===== src/rtl/audio_play_sched_if.sv =====
// ---------------------------------------------------------------------------
// audio_play_sched_if
// Groups the sample-fetch handshake (scheduler <-> memory) and the sample
// output strobe (scheduler -> serial shifter) of audio_play_sched.
//   dma_req     scheduler -> memory   sample fetch request
//   dma_ack     memory -> scheduler   one-cycle; dma_data valid this cycle
//   dma_data    memory -> scheduler   {left[15:0], right[15:0]}
//   dma_last    memory -> scheduler   with dma_ack: final sample of stream
//   out_valid   scheduler -> shifter  one-cycle strobe
//   out_sample  scheduler -> shifter  sample, zero on underrun
// master: the scheduler side. slave: memory/shifter side.
// ---------------------------------------------------------------------------
interface audio_play_sched_if;
   logic        dma_req;
   logic        dma_ack;
   logic [31:0] dma_data;
   logic        dma_last;
   logic        out_valid;
   logic [31:0] out_sample;

   modport master (
      output dma_req,
      input  dma_ack,
      input  dma_data,
      input  dma_last,
      output out_valid,
      output out_sample
   );

   modport slave (
      input  dma_req,
      output dma_ack,
      output dma_data,
      output dma_last,
      input  out_valid,
      input  out_sample
   );
endinterface


===== src/rtl/audio_play_sched.sv =====
// ---------------------------------------------------------------------------
// audio_play_sched
// Sequences audio playback after the op decoder flags a start command:
// fetches stereo samples over a req/ack handshake into a small FIFO and
// emits one sample per rate tick (44 kHz, or 22 kHz when op[12]=1 at start).
// Ports:
//   clk, reset     clock, synchronous active-high reset
//   op[15:0]       op word; only op[12] used, sampled with audio_starts
//   audio_starts   start strobe (accepted only in IDLE)
//   all_1_packet   abort strobe, highest priority
//   sample_tick    one-cycle 44.1 kHz strobe
//   bus            audio_play_sched_if.master: dma_* fetch, out_valid/out_sample
//   playing        high in PREFILL, PLAY and DRAIN
//   underrun       sticky, cleared by the next accepted audio_starts
//   underrun_cnt   [7:0] saturating count of empty-FIFO emit ticks
//                  (present only when AUDIO_UNDERRUN_CNT_EN is defined)
// Optional feature macro: AUDIO_UNDERRUN_CNT_EN
// ---------------------------------------------------------------------------
module audio_play_sched #(
   parameter int FIFO_DEPTH = 4,
   parameter int PREFETCH   = 2
) (
   input  logic                 clk,
   input  logic                 reset,
   input  logic [15:0]          op,
   input  logic                 audio_starts,
   input  logic                 all_1_packet,
   input  logic                 sample_tick,
   audio_play_sched_if.master   bus,
   output logic                 playing,
   output logic                 underrun
`ifdef AUDIO_UNDERRUN_CNT_EN
   ,
   output logic [7:0]           underrun_cnt
`endif
);

   localparam int PTR_W = $clog2(FIFO_DEPTH);
   localparam int CNT_W = PTR_W + 1;

   typedef enum logic [1:0] {IDLE, PREFILL, PLAY, DRAIN} state_t;

   state_t             state_reg, state_next;
   logic [31:0]        mem [FIFO_DEPTH];
   logic [PTR_W-1:0]   wr_ptr_reg, rd_ptr_reg;
   logic [CNT_W-1:0]   count_reg, count_next;
   logic               out_valid_reg;
   logic [31:0]        out_sample_reg;
   logic               underrun_reg;
   logic               rate_22k_reg;
   logic               div_reg;
   logic               req, push, pop, emit, active, fifo_empty, fifo_full;

   // Only op[12] carries information for this block.
   logic op_unused;
   assign op_unused = ^{op[15:13], op[11:0]};

   always_comb begin
      state_next = state_reg;
      active     = (state_reg == PLAY) || (state_reg == DRAIN);
      fifo_empty = (count_reg == '0);
      fifo_full  = (count_reg == CNT_W'(FIFO_DEPTH));
      req        = 1'b0;
      // In 22 kHz mode every other tick is swallowed: emit when divider was 0.
      emit       = active && sample_tick && (!rate_22k_reg || !div_reg);
      if ((state_reg == PREFILL) || (state_reg == PLAY))
         req = !fifo_full;
      // An ack without an outstanding request never pushes, so a full FIFO
      // is never overwritten.
      push       = req && bus.dma_ack;
      pop        = emit && !fifo_empty;
      count_next = count_reg + CNT_W'(push) - CNT_W'(pop);

      case (state_reg)
         IDLE: begin
            if (audio_starts)
               state_next = PREFILL;
         end
         PREFILL: begin
            if (push && bus.dma_last)
               state_next = DRAIN;
            else if (count_next >= CNT_W'(PREFETCH))
               state_next = PLAY;
         end
         PLAY: begin
            if (push && bus.dma_last)
               state_next = DRAIN;
         end
         DRAIN: begin
            // Leave in the same cycle as the final pop so an empty DRAIN
            // never sees an emit tick.
            if (count_next == '0)
               state_next = IDLE;
         end
         default: state_next = IDLE;
      endcase

      // Abort wins over every other same-cycle event.
      if (all_1_packet) begin
         state_next = IDLE;
         push       = 1'b0;
         pop        = 1'b0;
         emit       = 1'b0;
      end
   end

   always_ff @(posedge clk) begin
      if (push)
         mem[wr_ptr_reg] <= bus.dma_data;
   end

   always_ff @(posedge clk) begin
      if (reset) begin
         state_reg      <= IDLE;
         wr_ptr_reg     <= '0;
         rd_ptr_reg     <= '0;
         count_reg      <= '0;
         out_valid_reg  <= 1'b0;
         out_sample_reg <= '0;
         underrun_reg   <= 1'b0;
         rate_22k_reg   <= 1'b0;
         div_reg        <= 1'b0;
      end else begin
         state_reg     <= state_next;
         out_valid_reg <= emit;
         if (all_1_packet) begin
            wr_ptr_reg <= '0;
            rd_ptr_reg <= '0;
            count_reg  <= '0;
         end else begin
            if (push)
               wr_ptr_reg <= wr_ptr_reg + PTR_W'(1);
            if (pop)
               rd_ptr_reg <= rd_ptr_reg + PTR_W'(1);
            count_reg <= count_next;
         end
         if (pop)
            out_sample_reg <= mem[rd_ptr_reg];
         else if (emit)
            out_sample_reg <= '0;
         if (emit && fifo_empty && (state_reg == PLAY))
            underrun_reg <= 1'b1;
         if ((state_reg == IDLE) && audio_starts && !all_1_packet) begin
            rate_22k_reg <= op[12];
            underrun_reg <= 1'b0;
            div_reg      <= 1'b0;
         end else if (active && sample_tick && !all_1_packet) begin
            // The divider only advances once playback is emitting, so the
            // first tick after PREFILL always produces a sample.
            div_reg <= ~div_reg;
         end
      end
   end

`ifdef AUDIO_UNDERRUN_CNT_EN
   logic [7:0] underrun_cnt_reg;

   always_ff @(posedge clk) begin
      if (reset) begin
         underrun_cnt_reg <= '0;
      end else if ((state_reg == IDLE) && audio_starts && !all_1_packet) begin
         underrun_cnt_reg <= '0;
      end else if (emit && fifo_empty && (state_reg == PLAY) &&
                   (underrun_cnt_reg != 8'hff)) begin
         underrun_cnt_reg <= underrun_cnt_reg + 8'd1;
      end
   end

   assign underrun_cnt = underrun_cnt_reg;
`endif

   assign bus.dma_req    = req;
   assign bus.out_valid  = out_valid_reg;
   assign bus.out_sample = out_sample_reg;
   assign playing        = (state_reg != IDLE);
   assign underrun       = underrun_reg;

endmodule

===== src/flat_wrapper.sv =====
// flat-port wrapper written by rule: the top's interface ports become plain ports
module audio_play_sched_flat 
#(
   parameter int FIFO_DEPTH = 4,
   parameter int PREFETCH   = 2
)
  (clk, reset, op, audio_starts, all_1_packet, sample_tick, playing, underrun, bus_dma_req, bus_dma_ack, bus_dma_data, bus_dma_last, bus_out_valid, bus_out_sample);
  audio_play_sched_if bus_i ();
  input  logic clk;
  input  logic reset;
  input  logic [15:0] op;
  input  logic audio_starts;
  input  logic all_1_packet;
  input  logic sample_tick;
  output logic playing;
  output logic underrun;
  output wire logic [$bits(bus_i.dma_req)-1:0] bus_dma_req;
  input wire logic [$bits(bus_i.dma_ack)-1:0] bus_dma_ack;
  input wire logic [$bits(bus_i.dma_data)-1:0] bus_dma_data;
  input wire logic [$bits(bus_i.dma_last)-1:0] bus_dma_last;
  output wire logic [$bits(bus_i.out_valid)-1:0] bus_out_valid;
  output wire logic [$bits(bus_i.out_sample)-1:0] bus_out_sample;
  assign bus_dma_req = bus_i.dma_req;
  assign bus_i.dma_ack = bus_dma_ack;
  assign bus_i.dma_data = bus_dma_data;
  assign bus_i.dma_last = bus_dma_last;
  assign bus_out_valid = bus_i.out_valid;
  assign bus_out_sample = bus_i.out_sample;
  audio_play_sched #(.FIFO_DEPTH(FIFO_DEPTH), .PREFETCH(PREFETCH)) u_core (.clk(clk), .reset(reset), .op(op), .audio_starts(audio_starts), .all_1_packet(all_1_packet), .sample_tick(sample_tick), .bus(bus_i), .playing(playing), .underrun(underrun));
endmodule

===== config.mk =====
export PLATFORM = sky130hd
export DESIGN_NAME = audio_play_sched_flat
export DESIGN_NICKNAME = d
export VERILOG_FILES = /design/src/rtl/audio_play_sched_if.sv /design/src/rtl/audio_play_sched.sv /design/src/flat_wrapper.sv
export SDC_FILE = /design/constraint.sdc
export NUM_CORES = 1
export LEC_CHECK = 0
export ABC_CLOCK_PERIOD_IN_PS = 3400
export CORE_MARGIN = 3
export CORE_UTILIZATION = 50
export DETAILED_ROUTE_END_ITERATION = 10
export PLACE_DENSITY = 0.74
export SLEW_MARGIN = 40
export SYNTH_ARGS = -nofsm -noshare
export SYNTH_HDL_FRONTEND = slang
export SYNTH_SLANG_ARGS = --single-unit

===== constraint.sdc =====
create_clock -name clk -period 3.4 [get_ports clk]
set_input_delay 0.68 -clock clk [delete_from_list [all_inputs] [get_ports clk]]
set_output_delay 0.68 -clock clk [all_outputs]
set_load 0.1 [all_outputs]

* Word level (Yosys, flattened, before mapping)
Memory sizes are Yosys's and may differ from the RTL's. A register that Yosys moved wholly into a read port is not among the register bits. Cells that the tools add are included.
Cells by class: muxes and demuxes 16, add/subtract/negate cells 4, reductions and logical operators 26, bitwise gates (word level) 1, eq/ne operators 8, order comparisons 1
Operators by type and width (count):
- 2-to-1 mux 32 bit | 2
- 2-to-1 mux 2 bit | 7
- logical AND 1 bit | 10
- one-hot mux 2 bit (4 select lines) | 1
- logical NOT 3 bit | 2
- 2-to-1 mux 1 bit | 6
- != test 2 bit (second input constant) | 3
- logical NOT 1 bit | 5
- adder 2 x 1 -> 2 bit (second input constant) | 2
- equality test 2 bit (second input constant) | 2
- AND reduction 4 bit | 1
- nonzero test 2 bit | 2
- OR reduction 2 bit | 2
- adder 3 x 1 -> 3 bit | 1
- equality test 3 bit (second input constant) | 1
- >= comparator 3 x 2 -> 1 bit (second input constant) | 1
- logical OR 1 bit | 3
- != test 3 bit (second input constant) | 1
- subtractor 3 x 1 -> 3 bit | 1
- equality test 2 x 1 -> 1 bit (second input constant) | 1
- logical NOT 2 bit | 1
- inverter 1 bit | 1
Word-level totals: memory bits (writable) 128, logic and storage cells 66, flip-flop bits (word level) 45, memories kept 1
Memory list:
- u_core.mem | words 4, bits a word 32, read ports 1, clocked after Yosys merged registers in 1, write ports 1, RTL line audio_play_sched.sv:44 | logic [31:0] mem [FIFO_DEPTH];

* Depth between registers and ports, before layout
depth in word-level cells 10, depth in mapped cells 14, mapped depth without buffers 14

* Least setup slack after synthesis
Ideal clock, no wire load.
path kind register to register, start register u_core.state_reg[0], end register u_core.state_reg[0], clock period less this slack 3.056 ns, slack 0.344 ns, required time 3.328 ns, arrival time 2.984 ns, stages on the path, launching flop included 15, path buffers 0, cell sequence dfxtp_1 inv_1 ha_1 o21ai_1 a21o_1 nor2_1 ha_1 inv_1 ha_1 inv_1 fa_1 xnor3_1 a31o_1 a221oi_4 mux2i_1
On the way: cells in the longest elaborated chain, start to end 9, elaborated cells on any way between the ends 23, those cells by class add/sub (2); order compare (1); eq/ne (7); mux (3); reduce/logical (10)
Ends and longest elaborated chain:
- from (decl) | RTL line audio_play_sched.sv:43 | state_t state_reg, state_next;
- from (signal assigned) | RTL line audio_play_sched.sv:124 | state_reg <= state_next;
- equality test 2 x 1 -> 1 bit (tied with other cells) | RTL line audio_play_sched.sv:66, audio_play_sched.sv:74
- logical OR 1 bit (on tied branches) | RTL line audio_play_sched.sv:66, audio_play_sched.sv:60
- 2-to-1 mux 1 bit or logical AND 1 bit (tied branches) | RTL line audio_play_sched.sv:66, audio_play_sched.sv:65
- logical AND 1 bit (on tied branches) | RTL line audio_play_sched.sv:70, audio_play_sched.sv:65
- adder 3 x 1 -> 3 bit or logical AND 1 bit (tied branches) | RTL line audio_play_sched.sv:72, audio_play_sched.sv:71
- subtractor 3 x 1 -> 3 bit | RTL line audio_play_sched.sv:72 | count_next = count_reg + CNT_W'(push) - CNT_W'(pop);
- >= comparator 3 x 2 -> 1 bit or logical NOT 3 bit (tied branches) | RTL line audio_play_sched.sv:82, audio_play_sched.sv:92
- != test 3 bit (no source line) or != test 2 bit (tied branches)
- AND reduction 4 bit (no source line)
Parallel ways exist; a longest one is shown, timed or not. A chain may end at the register's enable or synchronous reset.

* Worst setup path in the final report
Ends and elaborated chain as after synthesis.

==> metrics.txt <==
outcome=finished, final reports clean; Worst Tran Pin Value=approximately 0.85 ns; r2r startpoint=u_core.state_reg[0]; Hold Fails Final Rpt=0; dpl ws=-0.106 ns; Avg Inst Size Synth=between 15 and 20 um^2; post-synthesis mux area share=0.115; Avg Vias per Cell=5.39; die width=between 100 and 150 um; CTS tree=built; CTS clk-pin slew, worst paths=~0.060 ns; post-synthesis compound-gate area fraction=0.0528; RSZ-0062 raised after global routing=false; Syn Nets=437; Critical Path Slowest Stage Cell=dfxtp_1; largest net degree at the start of global routing=38; Antenna Violating Nets Remaining=0; Reg2Reg Setup Slack=approximately 0.26 ns; # hold bufs at CTS=0; Fmax=approximately 320 MHz; Finished Cell Area=8010 um^2; wirelength, routed=between 10,000 and 15,000 um; Max-slew headroom=0.435; most common flop cell mapped by yosys=edfxtp_1; Post-synth EDFFs=128; DP Area=between 7000 and 8000 um^2; WP data required=between 3 and 4 ns; Vias=about 3,500; Rows=41; Pleak=~2.8 nW; Starting Density=0.515; # resized after CTS=0; Final WS setup=around 0.26 ns; die area=roughly 14,000 um^2; DR WL/cell=18.8 um; largest family of logic cells by synthesized area=multiplexers; Ys Warns=0; Synth Cell Area=approximately 6500 um^2; Worst Setup End Kind=flip-flop; Hold WC Path Type=reg -> reg; Comb power frac=0.033; Post-synth ARST share=0; DP HPWL=~7400 um; Reg2Reg Depth=14; I/O pin total=91; peak supply drop=approximately 0.00036 V; Post-synth top cells=128 x edfxtp_1, 47 x dfxtp_1, 45 x nor2_1; CORE AREA=around 13,000 um^2; layout cells sized above 1=0.257; final setup vio count=0; Switching Fraction=0.192; Seq/Total Area, Yosys=0.734; Clock Root Buffer=clkbuf_16; Max Cap Viol=0; CTS max path bufs=2; Psw=0.861 mW; GRT Util Overall=0.178; clock sinks=about 180; CP top delay family=adder cells; reg2reg end=u_core.state_reg[0]; placed cells=610; Final Slew Violations=0; max reg flops=~130; number of cells on the critical path=14; WS Path Type=reg -> reg; number of buffers and inverters on the critical path=3; CP peak stage delay=approximately 0.40 ns; htree depth=4; die span in y=about 120 um; WP data arrival=3.49 ns; vias in the first global route=roughly 3,600; DRC=0; Tmin final=roughly 3.1 ns; length of the first detailed-routing pass in iterations=4; first-pass GRT wire length=roughly 19,000 um; Cell Chain, Critical Path=inv_1, ha_1, o21ai_1, a21o_1, nor2_1, ha_1, inv_1, ha_1, inv_1, fa_1, xnor3_1, a31o_1, a221oi_4, mux2i_1; Syn Inst Count=370; clock share of power=0.452; cell area power density=about 560 nW/um^2; worst skew pair latency=between 0.4 and 0.5 ns; DR top layer=met4; worst setup path start=u_core.state_reg[0]; Syn-to-layout area delta=22.7%; crit share post-route=0.923; Yosys top cell area share=0.589; met2 wire len=between 6000 and 7000 um; Port Buffers=75; fin nets=524; sequential power share=0.514; fin cells=642; grt ovf=0; dominant cell type by area after synthesis=edfxtp_1; most frequent cell after synthesis=edfxtp_1; Post-Synth Adder-Cell Area=0.0242; critical path capture point=u_core.state_reg[0]; met3 WL=between 800 and 900 um; initial antenna violation count=0; n_diodes=0; DR iter-0 viols=~230; top post-synthesis cells by area=edfxtp_1 59%, dfxtp_1 14%, mux4_2 11%, a22oi_1 3.7%, nor2_1 2.6%; internal power=3.62 mW; Synth Register Bits=~180; cts bufs inserted=17; clk_skew=approximately 0.015 ns; Synth Area in Simple Gates=0.0501; Placer Congestion=0.807; crit start category=flip-flop; XOR/XNOR Fraction of Synth Area=0.00748; postcts setup bufs=0; met1 WL=around 4900 um; worst-path maximum fanout=5; Distinct cells, synth=33
worst min-delay path, cell delays in order, from the launching register on:
cell	delay, ns
dfxtp_1	0.32
a22oi_1	0.08
nor2_1	0.07
logic make-up (layout without fill, tap and decap cells):
logic type                 count (synthesis)  in the layout
buffers and inverters                     28            128
AOI/OAI and AO/OA                         45             45
xor gates and xnor gates                   4              4
DFF                                      175            175
adders and majority gates                 12             12
muxes                                     35             35
and+or+nand+nor                           71             71
stage by stage:
step / TNS [ns] / util / hold WS (ns) / power (mW)
after floorplan: 0 / - / 0.477 / 2.42
after global placement: -0.0311 / 0.592 / 0.488 / 2.49
after detailed placement: -0.205 / 0.582 / 0.499 / 2.50
after CTS: 0 / 0.632 / 0.514 / 4.52
after global routing: 0 / 0.632 / 0.545 / 4.63
final: 0 / 0.632 / 0.505 / 4.48
power by group through the flow:
| stage | Clock (mW) | Sequential (mW) | Combinational, mW |
|---|---|---|---|
| 2_1_floorplan | 0 | 2.35 | 0.0692 |
| 3_3_place_gp | 0 | 2.35 | 0.145 |
| 3_5_place_dp | 0 | 2.35 | 0.150 |
| 4_1_cts | 2.07 | 2.30 | 0.150 |
| 5_1_grt | 2.16 | 2.30 | 0.161 |
| 6_report | 2.03 | 2.30 | 0.149 |
final cells by class:
class / count / area (um^2)
sequential: 175 / 4790
fill: 920 / 4670
multi-input combinational: 167 / 1640
timing repair buffer: 88 / 703
clock buffer: 19 / 443
tap: 172 / 215
clock inverter: 13 / 183
inverter: 8 / 30.0
per-layer routing:
| layer | track usage | vias to the layer above |
|---|---|---|
| met4 | 0.0715 | 0 |
| met2 | 0.291 | 109 |
| met5 | 0 | - |
| met3 | 0.0529 | 10 |
| li1 | - | 1617 |
| met1 | 0.227 | 1726 |
cells in the final DEF (no fill, tap or decap), drive strengths merged, types with 2 or more instances in the layout:
cell type and n:
ha 11, buf 50, nor2 45, nand2 5, edfxtp 128, a21oi 4
nand3 2, nor4b 2, clkbuf 19, dfxtp 47, bufinv 4, a22oi 32
inv 11, nor3 3, a21o 4, clkinv 4, mux2i 3, o21ai 2
xnor2 3, and2 8, mux4 32, clkinvlp 2, clkdlybuf4s50 38
how the worst min path moves through the flow:
stage                               from                   endpoint  slack [ns]  cells after the start
2_1_floorplan        u_core.state_reg[0]        u_core.state_reg[0]        0.48                      2
3_3_place_gp   u_core.bus.out_sample[17]  u_core.bus.out_sample[17]        0.49                      2
3_5_place_dp   u_core.bus.out_sample[13]  u_core.bus.out_sample[13]        0.50                      2
4_1_cts        u_core.bus.out_sample[13]  u_core.bus.out_sample[13]        0.51                      2
5_1_grt        u_core.bus.out_sample[20]  u_core.bus.out_sample[20]        0.55                      2
6_report       u_core.bus.out_sample[13]  u_core.bus.out_sample[13]        0.50                      2
Power figures use the tool's default switching activity.
